===== src/rtl/fork_pipe_reader.sv =====
// Sequential RAM reader broadcasting each word to two independently handshaked lanes.
// Optional macro PREFETCH_EN adds a one-entry skid buffer for one-word-per-cycle streaming.
module fork_pipe_reader #(
  parameter int ADD_SIZE  = 16,
  parameter int DATA_SIZE = 16
) (
  input  logic                 clk,
  input  logic                 rst,
  input  logic                 clear,
  input  logic                 start,
  input  logic [ADD_SIZE-1:0]  base_addr,
  input  logic [ADD_SIZE-1:0]  count,
  output logic [ADD_SIZE-1:0]  mem_addr,
  output logic                 mem_rd,
  input  logic [DATA_SIZE-1:0] mem_data,
  output logic [DATA_SIZE-1:0] data_out,
  output logic                 valid1,
  output logic                 valid2,
  input  logic                 ready1,
  input  logic                 ready2,
  output logic                 busy,
  output logic                 done
);

  localparam logic [ADD_SIZE-1:0] ONE = {{(ADD_SIZE-1){1'b0}}, 1'b1};

  typedef enum logic [2:0] {S_IDLE, S_REQ, S_WAIT, S_PRESENT, S_DONE} state_t;

  state_t               state_reg, state_next;
  logic [ADD_SIZE-1:0]  addr_reg, addr_next;
  logic [ADD_SIZE-1:0]  remaining_reg, remaining_next;
  logic [DATA_SIZE-1:0] data_reg, data_next;
  logic                 valid1_reg, valid1_next;
  logic                 valid2_reg, valid2_next;
  logic                 word_done;

  // A lane that already accepted counts as finished for this word.
  assign word_done = (~valid1_reg | ready1) & (~valid2_reg | ready2);

`ifdef PREFETCH_EN
  logic [ADD_SIZE-1:0]  pf_addr_reg, pf_addr_next;
  logic [ADD_SIZE-1:0]  pf_left_reg, pf_left_next;
  logic                 buf_full_reg, buf_full_next;
  logic                 inflight_reg, inflight_next;
  logic [DATA_SIZE-1:0] buf_data_reg, buf_data_next;
  logic                 have_data, consume, issue;

  // Next word is either parked in the buffer or arriving on mem_data this cycle.
  assign have_data = buf_full_reg | inflight_reg;
  assign consume   = word_done & have_data & (remaining_reg != ONE);
  assign mem_addr  = pf_addr_reg;
`else
  assign mem_addr  = addr_reg;
`endif

  assign data_out = data_reg;
  assign valid1   = valid1_reg;
  assign valid2   = valid2_reg;
  assign busy     = (state_reg != S_IDLE);

  always_comb begin
    state_next     = state_reg;
    addr_next      = addr_reg;
    remaining_next = remaining_reg;
    data_next      = data_reg;
    valid1_next    = valid1_reg;
    valid2_next    = valid2_reg;
    mem_rd         = 1'b0;
    done           = 1'b0;
`ifdef PREFETCH_EN
    pf_addr_next   = pf_addr_reg;
    pf_left_next   = pf_left_reg;
    buf_full_next  = buf_full_reg;
    buf_data_next  = buf_data_reg;
    inflight_next  = 1'b0;
    issue          = 1'b0;
`endif
    case (state_reg)
      S_IDLE: begin
        if (start) begin
          addr_next      = base_addr + ONE;
          remaining_next = count;
          state_next     = (count != '0) ? S_REQ : S_DONE;
`ifdef PREFETCH_EN
          pf_addr_next   = base_addr + ONE;
          pf_left_next   = count;
`endif
        end
      end
      S_REQ: begin
        state_next = S_WAIT;
`ifdef PREFETCH_EN
        issue = 1'b1;
`else
        mem_rd = 1'b1;
`endif
      end
      S_WAIT: begin
        data_next   = mem_data;
        valid1_next = 1'b1;
        valid2_next = 1'b1;
        state_next  = S_PRESENT;
`ifdef PREFETCH_EN
        issue         = (pf_left_reg != '0);
        inflight_next = issue;
        buf_full_next = 1'b0;
`endif
      end
      S_PRESENT: begin
        if (ready1) valid1_next = 1'b0;
        if (ready2) valid2_next = 1'b0;
`ifdef PREFETCH_EN
        buf_full_next = have_data & ~consume;
        if (inflight_reg & ~consume) buf_data_next = mem_data;
        // Only read ahead when the buffer is guaranteed free next cycle.
        issue         = ~buf_full_next & (pf_left_reg != '0);
        inflight_next = issue;
`endif
        if (word_done) begin
          addr_next      = addr_reg + ONE;
          remaining_next = remaining_reg - ONE;
          if (remaining_reg == ONE) state_next = S_DONE;
`ifdef PREFETCH_EN
          else if (have_data) begin
            data_next   = buf_full_reg ? buf_data_reg : mem_data;
            valid1_next = 1'b1;
            valid2_next = 1'b1;
          end
`endif
          else state_next = S_REQ;
        end
      end
      S_DONE: begin
        done       = 1'b1;
        state_next = S_IDLE;
      end
      default: state_next = S_IDLE;
    endcase
`ifdef PREFETCH_EN
    if (issue) begin
      mem_rd       = 1'b1;
      pf_addr_next = pf_addr_reg + ONE;
      pf_left_next = pf_left_reg - ONE;
    end
`endif
  end

  always_ff @(posedge clk) begin
    if (rst | clear) begin
      state_reg     <= S_IDLE;
      addr_reg      <= '0;
      remaining_reg <= '0;
      data_reg      <= '0;
      valid1_reg    <= 1'b0;
      valid2_reg    <= 1'b0;
`ifdef PREFETCH_EN
      pf_addr_reg   <= '0;
      pf_left_reg   <= '0;
      buf_full_reg  <= 1'b0;
      inflight_reg  <= 1'b0;
      buf_data_reg  <= '0;
`endif
    end else begin
      state_reg     <= state_next;
      addr_reg      <= addr_next;
      remaining_reg <= remaining_next;
      data_reg      <= data_next;
      valid1_reg    <= valid1_next;
      valid2_reg    <= valid2_next;
`ifdef PREFETCH_EN
      pf_addr_reg   <= pf_addr_next;
      pf_left_reg   <= pf_left_next;
      buf_full_reg  <= buf_full_next;
      inflight_reg  <= inflight_next;
      buf_data_reg  <= buf_data_next;
`endif
    end
  end

endmodule


===== config.mk =====
export PLATFORM = sky130hd
export DESIGN_NAME = fork_pipe_reader
export DESIGN_NICKNAME = d
export VERILOG_FILES = /design/src/rtl/fork_pipe_reader.sv
export SDC_FILE = /design/constraint.sdc
export NUM_CORES = 1
export LEC_CHECK = 0
export CAP_MARGIN = 20
export CORE_UTILIZATION = 53
export CTS_BUF_LIST = sky130_fd_sc_hd__clkbuf_8
export DETAILED_ROUTE_END_ITERATION = 7
export GPL_ROUTABILITY_DRIVEN = 0
export PLACE_DENSITY = 0.85
export SKIP_LAST_GASP = 1
export SLEW_MARGIN = 30
export SYNTH_ARGS = -nofsm -noshare
export SYNTH_HDL_FRONTEND = slang
export SYNTH_SLANG_ARGS = --single-unit

===== constraint.sdc =====
create_clock -name clk -period 8.25 [get_ports clk]
set_input_delay 1.65 -clock clk [delete_from_list [all_inputs] [get_ports clk]]
set_output_delay 1.65 -clock clk [all_outputs]
set_load 0.05 [all_outputs]

### Word level (Yosys, flattened, before mapping)

Cells that the tools add are included.

| word-level totals | value |
|---|---|
| flip-flop bits (word level) | 53 |
| latch bits | 0 |
| bits in writable memories | 0 |
| bits in read-only memories | 0 |
| bits of input ports | 54 |
| output and inout bits | 37 |
| logic and storage cells | 50 |
| memories | 0 |

| cells by class | value |
|---|---|
| add/subtract/negate cells | 3 |
| multiply operators | 0 |
| divide/modulo/power cells | 0 |
| $lt $le $gt $ge | 0 |
| eq/ne operators | 9 |
| shifts and indexed selects | 0 |
| multiplexer cells | 17 |
| bitwise operators | 6 |
| reduce and logical (&&, ||, !) cells | 9 |

Operator list:

| operator | number |
|---|---|
| 2-to-1 mux 16 bit | 4 |
| case mux 16 bit (2 select lines) | 2 |
| adder 16 x 1 -> 16 bit, second input constant | 2 |
| equality test 16 x 1 -> 1 bit, second input constant | 1 |
| nonzero test 16 bit | 1 |
| subtractor 16 x 1 -> 16 bit, second input constant | 1 |
| 2-to-1 mux 3 bit | 4 |
| case mux 3 bit (4 select lines) | 1 |
| != test 2 bit, second input constant | 4 |
| equality test 3 x 2 -> 1 bit, second input constant | 2 |
| AND reduction 2 bit | 3 |
| 2-to-1 mux 1 bit | 4 |
| case mux 1 bit (2 select lines) | 2 |
| nonzero test 2 bit | 2 |
| equality test 3 x 1 -> 1 bit, second input constant | 1 |
| equality test 3 bit, second input constant | 1 |
| logical NOT 3 bit | 1 |
| bitwise OR 1 bit | 3 |
| AND reduction 3 bit | 1 |
| nonzero test 3 bit | 1 |
| NOT 1 bit | 2 |
| AND 1 bit | 1 |

### Depth between registers and ports, before layout

Gate-level depths: netlist (run 1).

| depth | value |
|---|---|
| depth after elaboration | 5 |
| gate-level depth with buffers | 15 |
| depth with buffers taken out | 10 |

### Least setup slack after synthesis (run 1)

Ideal clock, no wire load.

| path | value |
|---|---|
| path kind | register to output |
| start | reg state_reg[0] |
| end | out mem_rd |
| arrival | 1,591 ps |
| required time | 6,600 ps |
| path slack | 5,009 ps |
| cell stages (with the launch flop) | 4 |
| path buffers | 1 |
| cell sequence | dfxtp_1 -> buf_6 -> inv_1 -> nor3_1 |

| between the ends | value |
|---|---|
| longest elaborated chain between the ends | 2 |

Ends and longest elaborated chain:

| what | line | RTL |
|---|---|---|
| from (decl) | 29 | `state_t state_reg, state_next;` |
| from (signal assigned) | 164 | `state_reg <= state_next;` |
| equality test 3 x 1 -> 1 bit | 78 | `case (state_reg)` |
| 2-to-1 mux 1 bit | 78 |  |
| to (decl) | 14 | `output logic mem_rd,` |

No other way between the ends.

### Worst setup path after layout (run 1)

Ends and elaborated chain as after synthesis.

==> impl_summary.md, run 1 <==
Synthesis
The most common cell in the synthesized netlist is sky130_fd_sc_hd__nand2_1. The synthesized netlist cell count is 442. In the synthesized netlist, the cells that appear most often are 88 x sky130_fd_sc_hd__nand2_1, 54 x sky130_fd_sc_hd__a21oi_1, 53 x sky130_fd_sc_hd__dfxtp_1. The synthesized netlist contains 55 unique library cells.

The count of flip-flops with a built-in enable after synthesis is 0. Synthesis inferred 53 register bits. In the post-synthesis netlist, the biggest area contributors are sky130_fd_sc_hd__dfxtp_1 33%, sky130_fd_sc_hd__nand2_1 10%, sky130_fd_sc_hd__a21oi_1 8.5%. When the netlist entered floorplanning its net count stood at 499. The share of the Yosys chip area taken by registers is 0.333.

The main flop type after synthesis is sky130_fd_sc_hd__dfxtp_1. The average cell area after synthesis is 7.21 µm². In the synthesized netlist the async set-or-reset flop fraction comes to 0. The post-synthesis instance area is 3190 µm². The fraction of post-synthesis cell area in the top cell type by area is 0.333.

The largest total area in the synthesized netlist belongs to sky130_fd_sc_hd__dfxtp_1. The Yosys step of the flow raised 0 warnings.

STA
Hold is met by 0.458 ns. At the pin with the least slew margin, the transition time is 0.873 ns. The number of slew-limit violations in the final report came to 0. In this run the tightest slew margin relative to its limit is 0.418.

On the final layout, the worst clock skew is 0.00995 ns. Based on the critical path, the design can be clocked at up to 266 MHz. The post-route minimum period is 3.76 ns. Setup repair after global routing left no endpoint under its margin.

The period utilization is 0.455. The total count of hold-check failures in the final report was 0. The setup TNS after final layout is 0 ns. Setup violations remaining at the end of the flow were counted as 0.

Run
The number of max-capacitance violations reported is 0.

Routing
The average wire per cell in the routed design is 15.7 µm. The violation count after the first detailed-routing iteration is 250. The count of nets left with antenna violations after detail routing is 0. The routed layout has 3,551 vias. The via density per instance is 6.08.

The total wirelength of the detailed-routed design is 9.17 mm. The number of design rule violations left after detail routing is 0. The count of TritonRoute iterations in the first routing pass is 5.

Clocking
The clock tree from TritonCTS is built. The H-tree generated during clock tree synthesis spans 2 levels. The clock slew seen by the registers of the worst setup and hold paths is 0.09 ns.

The number of buffers inserted by post-CTS setup repair is 0. CTS saw 53 sinks. The clock tree root buffer cell is sky130_fd_sc_hd__clkbuf_8. After clock tree synthesis, the flow added hold-fix buffers numbering 0. The clock passes through at most 2 buffers.

The number of CTS-inserted buffers is 5. At the later pin of the worst-skew pair, clock insertion delay measures 0.32 ns. The post-cts gate resize count is 0.

Layout
Once layout is done, the placed cells without fillers occupy 4140 µm². The number of nets in the final layout is 568. The final core area utilization is 0.734.

The count of cells in the finished layout, fillers not included, comes to 584. After filler insertion, the fill cell instance count of the layout stands at 465. The area growth from synthesis to layout is 30.0%. 0 antenna diodes ended up in the layout. The fraction of layout instances using a drive strength above 1 is 0.0391.

Power and ir drop
The largest vdd supply drop is 0.000104 V. The power density of the placed cells is 136 nW/µm². The combinational group share of total power is 0.202. For this design the total switching power over the nets is 0.162 mW.

The proportion of power drawn by flip-flops and latches is 0.481. The cell-internal power is 0.402 mW. The leakage power summed over all cells is 1.47 nW. The share of total power dissipated in the clock network is 0.317. The switching fraction of total power is 0.287.

Global route
The sum of overflow across all layers after global routing is 0. The first global-routing pass estimated 14.9 mm of wire. Across every metal layer, demand over resource in global routing totals 0.296.

The number of global-route vias before repair is 3,284. The pin count of the biggest net entering global routing is 54. The initial antenna violation count is 0.

Die
The die is 79.5 µm tall. Pin placement for this block handled 91 I/O pins. The die is 79.5 µm wide. In this run the core area contains 27 standard-cell rows. The floorplan step defined a die boundary enclosing 6320 µm². The region available for standard cell placement spans 5640 µm².

The starting utilization of the core area is 0.565.

Setup path
At the worst endpoint, the arrival time is 2.11 ns. STA classifies the critical path startpoint as a flip-flop. The critical path required time is 6.60 ns. The highest net fanout along the worst path is 10. The critical path capture point type is an output port. The critical path launch point is state_reg[0]$_SDFFE_PP0P_. The startpoint identified for the worst register-to-register timing path is state_reg[1]$_SDFFE_PP0P_. The setup path with the least slack is of type flip-flop to output port.

Placed design
The wire-length estimate of the detail-placed layout is 6.33 mm. The number of input and output port buffers inserted is 90. Summing all placed instances gives a cell area of 4030 µm².

The cell total after placement is 576.

Hold path
The worst hold path begins at data_out[15]$_SDFFE_PP0P_. The worst hold path belongs to the class flip-flop to flip-flop.

Run status
The flow ran to the end, and the final reports show no timing, DRC or antenna violations.
[layout make-up]
class / count / area (µm²) / share of cell area
Clock buffer: 5 / 68.8 / 0.0166
Multi-Input combinational cell: 353 / 1940 / 0.469
Clock inverter: 3 / 42.5 / 0.0103
Sequential cell: 53 / 1060 / 0.256
Timing Repair Buffer: 92 / 916 / 0.221
Inverter: 6 / 22.5 / 0.00544
Tap cell: 72 / 90.1 / 0.0218
[worst paths after layout]
path / endpoint / slack [ns] / cells after the start
worst min register to register: data_out[15]$_SDFFE_PP0P_ / 0.46 / 2
worst min-delay path: data_out[15]$_SDFFE_PP0P_ / 0.46 / 2
worst max register to register: mem_addr[6]$_SDFFE_PP0P_ / 5.39 / 11
worst max-delay path: mem_rd / 4.49 / 3
[stage by stage]
stage	worst slack, ns	power (mW)
global route	4.44	0.586
global placement	4.52	0.387
detailed placement	4.41	0.389
CTS	4.50	0.567
floorplan	5.01	0.340
finish	4.49	0.564
[placed cells by master, fill, tap and decap left out, drive strengths merged, types with 2 or more instances in the layout]
master / n
nor3b: 3
nand4: 7
o21ai: 26
nor3: 17
a31oi: 11
clkdlybuf4s50: 90
nor2b: 3
and3: 7
o22ai: 7
xnor2: 4
nor2: 34
o31ai: 4
a21oi: 54
a32oi: 2
a21o: 3
xor2: 2
or2: 2
buf: 2
and2: 5
a22oi: 6
nand4b: 2
nand2: 90
a211oi: 4
nand2b: 3
clkbuf: 5
inv: 7
nor4: 12
ha: 3
dfxtp: 53
nand3: 20
mux2: 3
mux2i: 4
[power groups by stage]
| stage | combinational, mW | sequential [mW] | clock [mW] |
|---|---|---|---|
| 2_1_floorplan | 0.0554 | 0.285 | 0 |
| 3_3_place_gp | 0.110 | 0.276 | 0 |
| 3_5_place_dp | 0.112 | 0.277 | 0 |
| 4_1_cts | 0.113 | 0.271 | 0.183 |
| 5_1_grt | 0.123 | 0.272 | 0.191 |
| 6_report | 0.114 | 0.271 | 0.179 |
[critical path, stage by stage, from the launching register on]
cell	delay (ns)
sky130_fd_sc_hd__dfxtp_1	0.55
sky130_fd_sc_hd__inv_1	0.14
sky130_fd_sc_hd__nor3_1	0.25
sky130_fd_sc_hd__clkdlybuf4s50_1	0.85
[routing by layer]
layer	share of wire	wire length [µm]	track usage
met1	0.41	3730	0.359
met2	0.50	4580	0.521
met3	0.070	644	0.0400
met4	0.023	210	0.122
met5	0	0	0
[cell families (layout without fill, tap and decap cells)]
kind of cell             Yosys count  count (layout)  synth area share
AO/OA/AOI/OAI                    128             128             0.236
XOR/XNOR                           6               6            0.0165
adder cells (fa/ha/maj)            3               3            0.0118
buffers and inverters             36             106            0.0577
flip-flops                        53              53             0.333
multiplexers                       7               7            0.0232
AND/OR/NAND/NOR                  209             209             0.322
No activity file was read; power rests on OpenSTA's default activity.
==> inputs of run 2 (changes only) <==
--- a/config.mk
+++ b/config.mk
@@ -6,11 +6,11 @@
 export NUM_CORES = 1
 export LEC_CHECK = 0
 export CAP_MARGIN = 20
-export CORE_UTILIZATION = 53
+export CORE_UTILIZATION = 50
 export CTS_BUF_LIST = sky130_fd_sc_hd__clkbuf_8
 export DETAILED_ROUTE_END_ITERATION = 7
 export GPL_ROUTABILITY_DRIVEN = 0
-export PLACE_DENSITY = 0.85
+export PLACE_DENSITY = 0.8
 export SKIP_LAST_GASP = 1
 export SLEW_MARGIN = 30
 export SYNTH_ARGS = -nofsm -noshare
==> constraint.sdc (replaced) <==
create_clock -name clk -period 3.85 [get_ports clk]
set_input_delay 0.77 -clock clk [delete_from_list [all_inputs] [get_ports clk]]
set_output_delay 0.77 -clock clk [all_outputs]
set_load 0.05 [all_outputs]
==> run 2 against run 1 <==
Net effect: combinational power rose by 110%; via count fell by 0.28%; clock skew rose by 0.0049 ns; die area rose by 5.9%; utilization fell by 4.9 points; critical endpoint is now mem_addr[6]$_SDFFE_PP0P_; register-to-register slack got worse by 4.4 ns; non-clock buffer count rose by 1; power rose by 100%; final cell count rose by 0.68%; sequential cell count did not move; worst setup slack got worse by 3.5 ns; sequential share of layout area rose by 0.085 points.
==> impl_summary.md, run 2 (synthesis gave the netlist of run 1 again) <==
Global route
The sum of overflow across all layers after global routing is 0 (unchanged). The met1 track demand over resource in global routing is 0.351 (-0.00808). The initial antenna violation count is 0 (unchanged). The number of global-route vias before repair is 3,105 (-5.5%). The layer carrying the most global-route usage is met2.

The pin count of the biggest net entering global routing is 42 (-22%). The wire length of the first global-routing pass is 14.3 mm (-3.9%). The met3 capacity usage during global routing is 0.0344 (-0.00556). The total global routing track utilization is 0.274 (-0.0223).

The global-route met2 utilization is 0.469 (-0.0519).

Routing
The violation count after the first detailed-routing iteration is 283 (+13%). The number of design rule violations left after detail routing came to 0 (unchanged). The count of TritonRoute iterations in the first routing pass is 5 (unchanged). The count of nets left with antenna violations after detail routing is 0 (unchanged).

The via density per instance is 6.02 (-0.96%). The total wirelength of the detailed-routed design is 9.16 mm (about the same). The via count is 3,541 (-0.28%). The average wire per cell in the routed design is 15.6 µm (-0.76%).

Layout
The fraction of layout instances using a drive strength above 1 was 0.0409 (+0.00187). In the layout the commonest cells are 90 x sky130_fd_sc_hd__clkdlybuf4s50_1, 88 x sky130_fd_sc_hd__nand2_1, 54 x sky130_fd_sc_hd__a21oi_1. The library cell used most frequently in the layout, excluding fill and tap cells, is sky130_fd_sc_hd__clkdlybuf4s50_1.

The area growth from synthesis to layout is 29.6%. The number of nets in the final layout came to 569 (+0.18%). The final antenna diode count is 0 (unchanged).

STA
The number of slew-limit violations in the final report is 0 (unchanged). The worst hold slack is 0.457 ns (-0.00156 ns). The relative max-transition margin is 0.413 (-0.00441). The setup TNS after final layout is 0 ns (unchanged). Of the available clock period, the critical path in the final layout requires 0.745. The total count of hold-check failures in the final report came to 0 (unchanged). The highest attainable clock frequency is 349 MHz.

The count of final setup violators is 0 (unchanged). The worst clock skew was 0.0148 ns (+0.00486 ns). The routed design could run at a clock period as short as 2.87 ns.

The slew at the pin with the worst max-slew slack is 0.880 ns (+0.00661 ns). Setup repair after global routing left no endpoint under its margin.

Clocking
The clock slew seen by the registers of the worst setup and hold paths is 0.10 ns (about the same). The clock net sink count is 53 (unchanged). The clock latency of the later-clocked register in the worst-skew pair is 0.32 ns (about the same). The number of CTS-inserted buffers is 5 (unchanged). The maximum count of clock buffers along a single path was 2 (unchanged).

The clock tree root buffer cell is sky130_fd_sc_hd__clkbuf_8. The clock tree from TritonCTS is built. The post-cts hold buffer count is 0 (unchanged).

The number of buffers inserted by post-CTS setup repair is 0 (unchanged). The post-cts gate resize count is 0 (unchanged). The number of H-tree levels is 2 (unchanged).

Hold path
The path with the worst hold slack has its endpoint at data_out[11]$_SDFFE_PP0P_. The tightest min-delay check is of the flip-flop to flip-flop type. The hold path startpoint is data_out[11]$_SDFFE_PP0P_. The number of cells on the worst hold path was 2 (unchanged).

Die
The placement row count is 28 (+3.7%). The area of the die is 6690 µm² (+5.9%). The total core area is 6030 µm² (+6.8%). The starting utilization of the core area is 0.529 (-0.0360). The height of the die is 81.8 µm (+2.9%). The number of placed I/O pins is 91 (unchanged). The horizontal extent of the die is 81.8 µm (+2.9%).

Setup path
The number of buffers and inverters on the critical path is 0 (-2). The critical path capture point type is a flip-flop. The critical register-to-register path startpoint is state_reg[1]$_SDFFE_PP0P_. The depth of the worst register-to-register path was 10 (-1).

STA classifies the critical path startpoint as a flip-flop. The highest net fanout along the worst path was 11 (+1). The endpoint identified for the worst register-to-register timing path is mem_addr[6]$_SDFFE_PP0P_.

The cell at the slowest stage of the critical path is sky130_fd_sc_hd__dfxtp_1. The arrival time at the worst endpoint is 3.05 ns (+0.94 ns). The class of the most critical setup path is flip-flop to flip-flop. The largest incremental delay on the critical path is 0.57 ns (-0.28 ns). The cell family with the largest share of critical-path delay is simple AND/OR/NAND/NOR gates.

The critical path required time is 4.03 ns (-2.57 ns). The setup slack on the worst flop-to-flop path is 0.98 ns (-4.41 ns). Traced cell by cell, the critical path runs through and3b_1 -> nand2_1 -> nand2_1 -> ha_1 -> nand2_1 -> mux2i_1 -> a21boi_0 -> nor2_1 -> a21oi_1 -> a21oi_1. The path length in cells of the critical path is 10 (+7). Among the stages of the critical path, the cell type that occurs most often is sky130_fd_sc_hd__nand2_1.

Power and ir drop
The clock network power share is 0.282 (-0.035). The cell-internal power was 0.797 mW (+98%). The proportion of power drawn by flip-flops and latches is 0.505 (+0.024). The power density of the placed cells is 279 nW/µm² (+100%). The switching fraction of total power is 0.307 (+0.0201).

The final total power is 1.15 mW (+100%). The switching power total came to 0.352 mW (+120%). The leakage power summed over all cells is 1.47 nW (-0.38%).

The largest vdd supply drop is 0.000230 V (+120%). The combinational group share of total power was 0.212 (+0.010).

Run status
The flow ran to the end, and the final reports show no timing, DRC or antenna violations.

Placed design
The number of input and output port buffers inserted came to 90 (unchanged). The half-perimeter wire length after placement is 6.28 mm (-0.84%).

Run
The number of max-capacitance violations reported is 0 (unchanged).
## run 2: power groups by stage
stage / sequential (mW) / clock (mW) / combinational (mW)
2_1_floorplan: 0.610 / 0 / 0.119
3_3_place_gp: 0.592 / 0 / 0.238
3_5_place_dp: 0.593 / 0 / 0.241
4_1_cts: 0.580 / 0.328 / 0.242
5_1_grt: 0.583 / 0.346 / 0.263
6_report: 0.581 / 0.325 / 0.244
## run 2: per-layer routing
| metal | wire length (µm) | part of all wire |
|---|---|---|
| met1 | 3890 | 0.42 |
| met2 | 4460 | 0.49 |
| met3 | 669 | 0.073 |
| met4 | 140 | 0.015 |
| met5 | 0 | 0 |
## run 2: cell type report
cell class,count,area (µm²)
clock inverters,3,17.5
inverters,6,22.5
multi-input cells,353,1940
clock buffers,5,68.8
flip-flops and latches,53,1060
well taps,75,93.8
repair buffers,93,923
fillers,515,1900
## run 2: how the worst max path moves through the flow
stage	startpoint	to
3_3_place_gp	start	mem_addr[14]$_SDFFE_PP0P_
2_1_floorplan	state_reg[2]$_SDFFE_PP0P_	mem_addr[8]$_SDFFE_PP0P_
6_report	state_reg[1]$_SDFFE_PP0P_	mem_addr[6]$_SDFFE_PP0P_
3_5_place_dp	base_addr[0]	mem_addr[6]$_SDFFE_PP0P_
4_1_cts	state_reg[0]$_SDFFE_PP0P_	mem_rd
5_1_grt	state_reg[1]$_SDFFE_PP0P_	mem_addr[6]$_SDFFE_PP0P_
## run 2: through the flow
step | std cells | setup slack, ns | instance area, µm² | utilization
6_report | 588 | 0.981 | 4130 | 0.685
5_1_grt | 588 | 0.779 | 4130 | 0.685
4_1_cts | 588 | 1.02 | 4130 | 0.685
3_5_place_dp | 580 | 0.907 | 4040 | 0.671
3_3_place_gp | 580 | 1.00 | 4040 | 0.671
2_1_floorplan | 442 | 1.19 | 3190 | -
## run 2: tightest hold or removal path: cells and delay by family, from the launching register on
kind | cells | cell delay [ns]
and+or+nand+nor | 1 | 0.05
DFF | 1 | 0.32
AOI/OAI and AO/OA | 1 | 0.05
